`src/rtl/ucsbece154_icache_pkg.sv`:
```
// Shared definitions for the two-way instruction cache: default geometry,
// derived address-field widths and the controller state encoding.
package ucsbece154_icache_pkg;

   localparam int NUM_SETS_DEF    = 8;
   localparam int NUM_WAYS        = 2;
   localparam int BLOCK_WORDS_DEF = 4;

   localparam int OFF_W = $clog2(BLOCK_WORDS_DEF);
   localparam int IDX_W = $clog2(NUM_SETS_DEF);
   localparam int TAG_W = 32 - IDX_W - OFF_W - 2;

   typedef enum logic [1:0] {
      IDLE  = 2'd0,
      FETCH = 2'd1,
      DONE  = 2'd2
   } state_t;

endpackage

```
`src/rtl/ucsbece154_icache_if.sv`:
```
// Fetch-side and instruction-memory-side signals of the cache, bundled.
// slave is the cache's view; master is the fetch stage plus memory.
interface ucsbece154_icache_if;

   logic        ReadEnable;
   logic [31:0] ReadAddress;
   logic [31:0] Instruction;
   logic        Ready;
   logic        MemReadRequest;
   logic [31:0] MemReadAddress;
   logic [31:0] MemDataIn;
   logic        MemDataReady;

   modport slave (
      input  ReadEnable, ReadAddress, MemDataIn, MemDataReady,
      output Instruction, Ready, MemReadRequest, MemReadAddress
   );

   modport master (
      output ReadEnable, ReadAddress, MemDataIn, MemDataReady,
      input  Instruction, Ready, MemReadRequest, MemReadAddress
   );

endinterface

```
`src/rtl/ucsbece154_icache_way.sv`:
```
// One way of the cache: valid/tag/data arrays with a combinational read
// port and a whole-line install port.
module ucsbece154_icache_way #(
   parameter int NUM_SETS    = 8,
   parameter int BLOCK_WORDS = 4,
   parameter int TAG_BITS    = 25
) (
   input  logic                              clk,
   input  logic                              reset,
   input  logic [$clog2(NUM_SETS)-1:0]       rd_idx,
   input  logic [$clog2(BLOCK_WORDS)-1:0]    rd_off,
   input  logic [TAG_BITS-1:0]               rd_tag,
   output logic                              hit,
   output logic [31:0]                       word,
   input  logic                              wr_en,
   input  logic [$clog2(NUM_SETS)-1:0]       wr_idx,
   input  logic [TAG_BITS-1:0]               wr_tag,
   input  logic [BLOCK_WORDS-1:0][31:0]      wr_line
);

   logic [NUM_SETS-1:0]             valid_q;
   logic [TAG_BITS-1:0]             tag_q  [NUM_SETS];
   logic [BLOCK_WORDS-1:0][31:0]    data_q [NUM_SETS];

   // Valid bits are the only per-way state cleared by reset.
   always_ff @(posedge clk or negedge reset) begin
      if (!reset) begin
         valid_q <= '0;
      end else if (wr_en) begin
         valid_q[wr_idx] <= 1'b1;
      end
   end

   // Tag and data storage; contents are meaningless until valid is set.
   always_ff @(posedge clk) begin
      if (wr_en) begin
         tag_q[wr_idx]  <= wr_tag;
         data_q[wr_idx] <= wr_line;
      end
   end

   // Read port is purely combinational so hits return in the same cycle.
   always_comb begin
      hit  = valid_q[rd_idx] && (tag_q[rd_idx] == rd_tag);
      word = data_q[rd_idx][rd_off];
   end

endmodule

```
`src/rtl/ucsbece154_icache.sv`:
```
// Two-way set-associative read-only instruction cache. Hits return in the
// same cycle; misses stall fetch, burst-fill the LRU way, then answer from
// the newly installed line in a one-cycle DONE state.
//
// state | meaning
// IDLE  | serve hits combinationally; a miss latches the address
// FETCH | burst request active, collect BLOCK_WORDS beats
// DONE  | answer from the freshly installed line, then back to IDLE
module ucsbece154_icache
   import ucsbece154_icache_pkg::*;
#(
   parameter int NUM_SETS    = NUM_SETS_DEF,
   parameter int BLOCK_WORDS = BLOCK_WORDS_DEF
) (
   input  logic                 clk,
   input  logic                 reset,
   ucsbece154_icache_if.slave   bus
);

   localparam int OFF_BITS = $clog2(BLOCK_WORDS);
   localparam int IDX_BITS = $clog2(NUM_SETS);
   localparam int TAG_BITS = 32 - IDX_BITS - OFF_BITS - 2;

   state_t                       state_q, state_d;
   logic [TAG_BITS-1:0]          lat_tag_q;
   logic [IDX_BITS-1:0]          lat_idx_q;
   logic [OFF_BITS-1:0]          lat_off_q;
   logic                         victim_q;
   logic [OFF_BITS-1:0]          cnt_q;
   logic [BLOCK_WORDS-1:0][31:0] line_q;
   logic [BLOCK_WORDS-1:0][31:0] fill_line;
   logic [NUM_SETS-1:0]          lru_q;

   logic [TAG_BITS-1:0]          pc_tag, rd_tag;
   logic [IDX_BITS-1:0]          pc_idx, rd_idx;
   logic [OFF_BITS-1:0]          pc_off, rd_off;

   logic [NUM_WAYS-1:0]          way_hit;
   logic [31:0]                  way_word [NUM_WAYS];
   logic                         hit_any, hit_way, install;

   logic                         ready, mem_req;
   logic [31:0]                  instr, mem_addr;
   logic                         unused_addr_bits;

   assign pc_tag = bus.ReadAddress[31 -: TAG_BITS];
   assign pc_idx = bus.ReadAddress[OFF_BITS+2 +: IDX_BITS];
   assign pc_off = bus.ReadAddress[2 +: OFF_BITS];
   assign unused_addr_bits = ^bus.ReadAddress[1:0];

   // Outside IDLE the ways are read at the latched miss address.
   assign rd_tag = (state_q == IDLE) ? pc_tag : lat_tag_q;
   assign rd_idx = (state_q == IDLE) ? pc_idx : lat_idx_q;
   assign rd_off = (state_q == IDLE) ? pc_off : lat_off_q;

   assign hit_any = |way_hit;
   assign hit_way = way_hit[0] ? 1'b0 : 1'b1;
   assign install = (state_q == FETCH) && bus.MemDataReady &&
                    (cnt_q == OFF_BITS'(BLOCK_WORDS - 1));

   // The final beat bypasses the line buffer straight into the victim way.
   always_comb begin
      fill_line        = line_q;
      fill_line[cnt_q] = bus.MemDataIn;
   end

   for (genvar w = 0; w < NUM_WAYS; w++) begin : g_way
      ucsbece154_icache_way #(
         .NUM_SETS    (NUM_SETS),
         .BLOCK_WORDS (BLOCK_WORDS),
         .TAG_BITS    (TAG_BITS)
      ) u_way (
         .clk     (clk),
         .reset   (reset),
         .rd_idx  (rd_idx),
         .rd_off  (rd_off),
         .rd_tag  (rd_tag),
         .hit     (way_hit[w]),
         .word    (way_word[w]),
         .wr_en   (install && (victim_q == 1'(w))),
         .wr_idx  (lat_idx_q),
         .wr_tag  (lat_tag_q),
         .wr_line (fill_line)
      );
   end

   // State register.
   always_ff @(posedge clk or negedge reset) begin
      if (!reset) state_q <= IDLE;
      else        state_q <= state_d;
   end

   // Next-state and output decode.
   always_comb begin
      state_d  = state_q;
      ready    = 1'b0;
      instr    = '0;
      mem_req  = 1'b0;
      mem_addr = '0;
      case (state_q)
         IDLE: begin
            if (bus.ReadEnable) begin
               if (hit_any) begin
                  ready = 1'b1;
                  instr = way_word[hit_way];
               end else begin
                  state_d = FETCH;
               end
            end
         end
         FETCH: begin
            mem_req  = 1'b1;
            mem_addr = {lat_tag_q, lat_idx_q, {(OFF_BITS+2){1'b0}}};
            if (install) state_d = DONE;
         end
         DONE: begin
            ready   = bus.ReadEnable;
            instr   = bus.ReadEnable ? way_word[victim_q] : '0;
            state_d = IDLE;
         end
         default: state_d = IDLE;
      endcase
   end

   assign bus.Ready          = ready;
   assign bus.Instruction    = instr;
   assign bus.MemReadRequest = mem_req;
   assign bus.MemReadAddress = mem_addr;

   // Miss bookkeeping: latched address, victim choice, beat counter, LRU.
   always_ff @(posedge clk or negedge reset) begin
      if (!reset) begin
         lat_tag_q <= '0;
         lat_idx_q <= '0;
         lat_off_q <= '0;
         victim_q  <= 1'b0;
         cnt_q     <= '0;
         lru_q     <= '0;
      end else begin
         case (state_q)
            IDLE: begin
               if (bus.ReadEnable) begin
                  if (hit_any) begin
                     lru_q[pc_idx] <= ~hit_way;
                  end else begin
                     lat_tag_q <= pc_tag;
                     lat_idx_q <= pc_idx;
                     lat_off_q <= pc_off;
                     victim_q  <= lru_q[pc_idx];
                     cnt_q     <= '0;
                  end
               end
            end
            FETCH: begin
               if (bus.MemDataReady) begin
                  if (install) begin
                     cnt_q            <= '0;
                     lru_q[lat_idx_q] <= ~victim_q;
                  end else begin
                     cnt_q <= cnt_q + OFF_BITS'(1);
                  end
               end
            end
            default: ;
         endcase
      end
   end

   // Line buffer collects the leading beats of a burst.
   always_ff @(posedge clk) begin
      if ((state_q == FETCH) && bus.MemDataReady) begin
         line_q[cnt_q] <= bus.MemDataIn;
      end
   end

endmodule

```
`src/flat_wrapper.sv`:
```
// flat-port wrapper written by rule: the top's interface ports become plain ports
module ucsbece154_icache_flat import ucsbece154_icache_pkg::*;
#(
   parameter int NUM_SETS    = NUM_SETS_DEF,
   parameter int BLOCK_WORDS = BLOCK_WORDS_DEF
)
  (clk, reset, bus_ReadEnable, bus_ReadAddress, bus_MemDataIn, bus_MemDataReady, bus_Instruction, bus_Ready, bus_MemReadRequest, bus_MemReadAddress);
  ucsbece154_icache_if bus_i ();
  input  logic clk;
  input  logic reset;
  input wire logic [$bits(bus_i.ReadEnable)-1:0] bus_ReadEnable;
  input wire logic [$bits(bus_i.ReadAddress)-1:0] bus_ReadAddress;
  input wire logic [$bits(bus_i.MemDataIn)-1:0] bus_MemDataIn;
  input wire logic [$bits(bus_i.MemDataReady)-1:0] bus_MemDataReady;
  output wire logic [$bits(bus_i.Instruction)-1:0] bus_Instruction;
  output wire logic [$bits(bus_i.Ready)-1:0] bus_Ready;
  output wire logic [$bits(bus_i.MemReadRequest)-1:0] bus_MemReadRequest;
  output wire logic [$bits(bus_i.MemReadAddress)-1:0] bus_MemReadAddress;
  assign bus_i.ReadEnable = bus_ReadEnable;
  assign bus_i.ReadAddress = bus_ReadAddress;
  assign bus_i.MemDataIn = bus_MemDataIn;
  assign bus_i.MemDataReady = bus_MemDataReady;
  assign bus_Instruction = bus_i.Instruction;
  assign bus_Ready = bus_i.Ready;
  assign bus_MemReadRequest = bus_i.MemReadRequest;
  assign bus_MemReadAddress = bus_i.MemReadAddress;
  ucsbece154_icache #(.NUM_SETS(NUM_SETS), .BLOCK_WORDS(BLOCK_WORDS)) u_core (.clk(clk), .reset(reset), .bus(bus_i));
endmodule
```
`config.mk`:
```
export PLATFORM = sky130hd
export DESIGN_NAME = ucsbece154_icache_flat
export DESIGN_NICKNAME = d
export VERILOG_FILES = /design/src/rtl/ucsbece154_icache_pkg.sv /design/src/rtl/ucsbece154_icache_if.sv /design/src/rtl/ucsbece154_icache_way.sv /design/src/rtl/ucsbece154_icache.sv /design/src/flat_wrapper.sv
export SDC_FILE = /design/constraint.sdc
export NUM_CORES = 2
export LEC_CHECK = 0
export CORE_ASPECT_RATIO = 1.4
export CORE_MARGIN = 2
export CORE_UTILIZATION = 40
export DETAILED_ROUTE_END_ITERATION = 10
export MAX_ROUTING_LAYER = met4
export PLACE_DENSITY = 0.6
export SLEW_MARGIN = 20
export SYNTH_ARGS = -nofsm -noshare
export SYNTH_HDL_FRONTEND = slang
export SYNTH_SLANG_ARGS = --single-unit
export TNS_END_PERCENT = 20
```
`constraint.sdc`:
```
create_clock -name clk -period 23 [get_ports clk]
set_input_delay 4.6 -clock clk [delete_from_list [all_inputs] [get_ports clk]]
set_output_delay 4.6 -clock clk [all_outputs]
set_load 0.05 [all_outputs]
```
Word-level counts from Yosys, hierarchy flattened. Memory sizes are Yosys's and may differ from the RTL's. Index checks and enable logic that the tools add are counted.

Register bits after elaboration: 187. Bits in writable memories: 2448. Bits of input ports: 68. Output and inout port bits: 66. Word-level logic and storage cells: 116. Memories: 4.

Add/subtract/negate cells: 1. $lt $le $gt $ge: 10. Eq/ne operators: 10. Mux-type cells: 56. Bitwise gates (word level): 6. Reduce and logical (&&, ||, !) cells: 16.

Memories: u_core.g_way[0].u_way.data_q (words 8, width 128, rd ports 1, clocked after Yosys merged registers in 0, write ports 1, RTL line ucsbece154_icache_way.sv:23) `logic [BLOCK_WORDS-1:0][31:0] data_q [NUM_SETS];`; u_core.g_way[1].u_way.data_q (words 8, width 128, rd ports 1, clocked after Yosys merged registers in 0, write ports 1, RTL line ucsbece154_icache_way.sv:23); u_core.g_way[0].u_way.tag_q (words 8, width 25, rd ports 1, clocked after Yosys merged registers in 0, write ports 1, RTL line ucsbece154_icache_way.sv:22) `logic [TAG_BITS-1:0] tag_q [NUM_SETS];`; u_core.g_way[1].u_way.tag_q (words 8, width 25, rd ports 1, clocked after Yosys merged registers in 0, write ports 1, RTL line ucsbece154_icache_way.sv:22).

Operator list (number): 2-to-1 mux 32 bit (13); binary-select mux 32 bit (select 2 bit) (2); bitwise mux 128 bit (1); demux 32 bit (select 2 bit) (1); one-hot mux 32 bit (2 select lines) (1); == test 25 bit (2); 2-to-1 mux 8 bit (4); 2-to-1 mux 25 bit (1); bitwise mux 8 bit (2); 2-to-1 mux 2 bit (8); bitwise OR 8 bit (2); one-hot mux 8 bit (2 select lines) (1); 2-to-1 mux 1 bit (13); less-than comparator 3 x 4 -> 1 bit (second input constant) (3); binary-select mux 1 bit (select 3 bit) (3); logical AND 1 bit (9); one-hot mux 2 bit (2 select lines) (2); demux 1 bit (select 3 bit) (2); greater-or-equal comparator 3 x 1 -> 1 bit (second input constant) (2); less-than comparator 2 x 3 -> 1 bit (second input constant) (2); != test 2 bit (second input constant) (3); AND reduction 3 bit (2); AND reduction 5 bit (1); == test 2 bit (second input constant) (2); other kinds (13) (17).

Logic depth before layout (Yosys ltp).
Depth after elaboration: 13. Depth in mapped cells: 18. Depth with buffers taken out: 10.

Modules after synthesis. Synthesis repeated with hierarchy kept, for this count alone.

Cell total of the unflattened synthesis: 4293. Area, all modules: 102174.2 um^2.

By module, submodules not included: ucsbece154_icache_way (u_core.g_way[1].u_way) (times used 1, cells an instance 1870, area each 46906.2 um^2, sequential area each 36955.4 um^2); ucsbece154_icache_way (u_core.g_way[0].u_way) (times used 1, cells an instance 1866, area each 46900.0 um^2, sequential area each 36955.4 um^2); ucsbece154_icache (times used 1, cells an instance 557, area each 8368.0 um^2, sequential area each 4919.7 um^2).

Worst setup path before layout. OpenSTA, ideal clock, no wires.

Path kind: in2out. Start point: in bus_ReadAddress[4]. End point: out bus_Instruction[5]. Data arrival time: 8.291 ns. Data required time: 18.400 ns. Slack: 10.109 ns. Cell stages on the path: 15. Path buffers: 5. Path through: buf_2 -> or3b_4 -> buf_6 -> and2_4 -> buf_6 -> buf_6 -> a2111oi_0 -> nor4_1 -> xnor2_1 -> nor4_1 -> nand4b_1 -> nor4_2 -> clkbuf_1 -> a22oi_1 -> o22ai_1.

Longest elaborated chain between the ends: 12. Elaborated cells between the ends (all ways): 30. Classes of those cells: eq/ne: 2; mux: 20; bitwise: 1; reduce/logical: 3; memory: 4.

Ends and longest elaborated chain: start, declared (RTL line flat_wrapper.sv:12) `input wire logic [$bits(bus_i.ReadAddress)-1:0] bus_ReadAddress;`; 2-to-1 mux 3 bit * (RTL line ucsbece154_icache.sv:53) `assign rd_idx = (state_q == IDLE) ? pc_idx : lat_idx_q;`; memory read (8 x 25 bit) / binary-select mux 1 bit (select 3 bit) (equally long branches); == test 25 bit / 2-to-1 mux 1 bit (equally long branches) (RTL line ucsbece154_icache_way.sv:44) `hit = valid_q[rd_idx] && (tag_q[rd_idx] == rd_tag);`; logical AND 1 bit (RTL line ucsbece154_icache_way.sv:44); 2-to-1 mux 1 bit (RTL line ucsbece154_icache.sv:57) `assign hit_way = way_hit[0] ? 1'b0 : 1'b1;`; inverter 1 -> 2 bit (not written as such) (RTL line ucsbece154_icache.sv:105) `instr = way_word[hit_way];`; 2-to-1 mux 32 bit (not written as such) (3 in series) (RTL line ucsbece154_icache.sv:105); 2-to-1 mux 32 bit (RTL line ucsbece154_icache.sv:103) `if (hit_any) begin`; 2-to-1 mux 32 bit (RTL line ucsbece154_icache.sv:102) `if (bus.ReadEnable) begin`; one-hot mux 32 bit (2 select lines) * (RTL line ucsbece154_icache.sv:100) `case (state_q)`; end, declared (RTL line flat_wrapper.sv:15) `output wire logic [$bits(bus_i.Instruction)-1:0] bus_Instruction;`.

Every way passes the cells marked *; elsewhere a longest branch is shown, timed or not. The select of a mux whose other input is x is not followed.

Worst setup path in the final report.
Start point: in bus_ReadAddress[4]. End point: out bus_Instruction[14].

Same word-level chain as after synthesis.

==> impl_metrics.json <==
{
  "p_leak_uw": 0.0374,
  "timing.final.ws_setup_ps": 5930,
  "worst_pin_slew_ps": 1210,
  "whs_path_depth": 1,
  "drive_above_1_share_pct": 20.9,
  "worstSetupPathType": "input port to primary output",
  "yosysTopAreaCell": "edfxtp_1",
  "tns_ps": 0,
  "dpl_cell_area_um2": 109000,
  "slew_headroom_pct": 19.4,
  "min_to": "u_core.g_way[0].u_way.valid_q[6]$_DFFE_PN0P_",
  "ys_warn_count": 0,
  "ys_ff_latch": 2635,
  "finalCritPeriodShare_pct": 74.2,
  "cts_tree": "built",
  "postCtsResizedCells": 0,
  "synth.cell_area_um2": 104000,
  "clock_sinks": 2635,
  "cp-start-kind": "input port",
  "rr_endpoint": "u_core.lat_tag_q[24]$_DFFE_PN0P_",
  "fin_util_pct": 45.4,
  "drv_cap": 0,
  "synth_area_leaders": "edfxtp_1 74%, mux4_2 11%, nand2_1 2.2%, mux2_2 1.4%, dfrtp_1 1.4%",
  "io_pins": 134,
  "rows": 221,
  "critical_path_arrival_ps": 12470,
  "synth_top_cell_area_share_pct": 74.2,
  "skew_ps": 65.1,
  "slew_viol_final": 0,
  "coreArea_um2": 259000,
  "gr-usage-all-layers_pct": 20.2,
  "rsz0062_at_grt": "no",
  "p_switching_uw": 5310,
  "synth-main-ff-cell": "edfxtp_1",
  "die_h_um": 608,
  "wire_per_inst_um": 28.9,
  "stdcell_area_um2": 118000,
  "cts_buffer_depth": 4,
  "grt_pass1_vias": 54400,
  "syn-mean-instance-area_um2": 19.5,
  "seq_power_share_pct": 39.7,
  "grt.overflow.total": 0,
  "pwr-share-clk_pct": 26.2,
  "drt_first_iter_violations": 5603,
  "place_ws_ps": 5650,
  "synthArstFlopShare_pct": 2.24,
  "timing.final.crit_period_ps": 17070,
  "wirelength_um": 265000,
  "p_sw_share_pct": 33.6,
  "cts_max_level": 4,
  "seq_area_frac_synth_pct": 75.7,
  "hold_class": "flip-flop to flip-flop",
  "p_int_uw": 10500,
  "status": "completed",
  "reg2reg_slack_ps": 16350,
  "critPathMaxFanout": 158,
  "area_growth_pct": 13.0,
  "ys_types": 82,
  "layout.nets": 5571,
  "post-cts-setup-buffers": 0,
  "worst_setup_path_end_kind": "primary output",
  "path_clk_slew_ps": 60,
  "place_congestion": 0.831,
  "vias_per_cell": 5.79,
  "grt_antenna_before_repair": 12,
  "ant_nets": 0,
  "die_w_um": 435,
  "clk_latency_ps": 920,
  "numCtsBuffers": 249,
  "dp_hpwl_um": 125000,
  "grt_pass1_wl_um": 383000,
  "place.port_buffers": 127,
  "syn_inst": 5352,
  "vias": 53100,
  "ys_top_cells_by_count": "2576 x edfxtp_1, 602 x nand2_1, 531 x mux4_2",
  "finalSetupViolations": 0,
  "hold_buffers": 0,
  "critPathRequiredTime_ps": 18400,
  "clockRootBuffer": "clkbuf_16",
  "p_per_area_nw_per_um2": 134,
  "share_comb_of_total_power_pct": 34.0,
  "grt_max_degree": 159,
  "synth_edf_count": 2576,
  "dieArea_um2": 265000,
  "initial_core_util_pct": 40.2,
  "firstDrtPassIters": 6,
  "r2r_start": "u_core.state_q[0]$_DFFE_PN0P_",
  "drc": 0,
  "r2r_cells": 11,
  "yosysMostFrequentCell": "edfxtp_1",
  "min_from": "u_core.g_way[0].u_way.valid_q[6]$_DFFE_PN0P_",
  "final-hold-violation-count": 0,
  "whs_ps": 467,
  "ir_drop_mv": 0.120,
  "max_clock_freq_mhz": 58.6
}
[registers in the layout (all words and copies together) (netlist names)]
register                    flops
u_core.g_way.u_way.tag_q      400
u_core.cnt_q                    2
u_core.lat_idx_q                3
u_core.state_q                  2
u_core.lat_tag_q               25
u_core.line_q                 128
u_core.g_way.u_way.data_q    2048
u_core.lat_off_q                2
u_core.victim_q                 1
u_core.g_way.u_way.valid_q     16
u_core.lru_q                    8
[worst max-delay path by stage]
stage                             from  cells after the start                   to  slack, ps
detailed placement  bus_ReadAddress[4]                     15  bus_Instruction[14]       5650
floorplan           bus_ReadAddress[4]                     15   bus_Instruction[5]      10110
global placement    bus_ReadAddress[4]                     15  bus_Instruction[14]       5650
CTS                 bus_ReadAddress[4]                     15  bus_Instruction[14]       5620
finish              bus_ReadAddress[4]                     14  bus_Instruction[14]       5930
global route        bus_ReadAddress[4]                     14  bus_Instruction[14]       5730
[per-layer routing]
metal / vias to the layer above / global-route usage, % / wire (µm)
met1: 28700 / 27.4 / 113000
met5: - / - / 0
met3: 409 / 2.74 / 16300
li1: 22100 / - / -
met4: 0 / 5.04 / 6390
met2: 1858 / 32.5 / 129000
[power by group through the flow]
stage	Sequential [µW]	Clock, µW	Combinational (µW)
after floorplan	6290	0	3840
after global placement	6360	0	5340
after detailed placement	6370	0	5410
after CTS	6270	4210	5420
after global routing	6300	4390	5770
final	6270	4140	5370
[layout make-up]
| class | instances | area [µm²] |
|---|---|---|
| clock inverters | 141 | 1570 |
| flip-flops and latches | 2635 | 78800 |
| diodes | 8 | 20.0 |
| fillers | 21800 | 141000 |
| clock buffers | 318 | 6620 |
| well taps | 3456 | 4320 |
| multi-input cells | 2371 | 24000 |
| repair buffers | 227 | 2260 |
| inverters | 15 | 66.3 |
[metrics by stage]
stage	power (µW)	instances
finish	15800	9171
CTS	15900	9162
global placement	11700	8703
global route	16500	9170
detailed placement	11800	8703
floorplan	10100	5355
[worst max-delay path: stages]
cell and delay, ps:
clkdlybuf4s50_1 680, or3b_4 680, nand2_8 750, buf_12 510, a2111oi_0 200, nor4_1 830
xnor2_1 190, nor4_1 280, nand4b_1 130, or4_4 790, a21boi_4 310, buf_4 550
a22o_1 430, clkdlybuf4s50_1 980
[cell families after synthesis]
family,synth area share (%)
DFF,75.7
and+or+nand+nor,4.89
muxes,14.5
AOI/OAI and AO/OA,2.97
buffers and inverters,1.56
xor gates and xnor gates,0.328
adders and majority gates,0.0480
other,0.00360
[cell usage in the layout, fill, tap and decap left out, drive strengths merged, types with 46 or more instances in the layout]
cell type	count
edfxtp	2576
nand2	604
mux4	531
clkbuf	318
mux2	160
nand3	158
and3	149
mux2i	135
clkdlybuf4s50	126
buf	101
clkinv	99
a31oi	67
a311oi	64
dfrtp	59
a2111oi	46
Note: power is estimated with default switching activity, not from simulation.
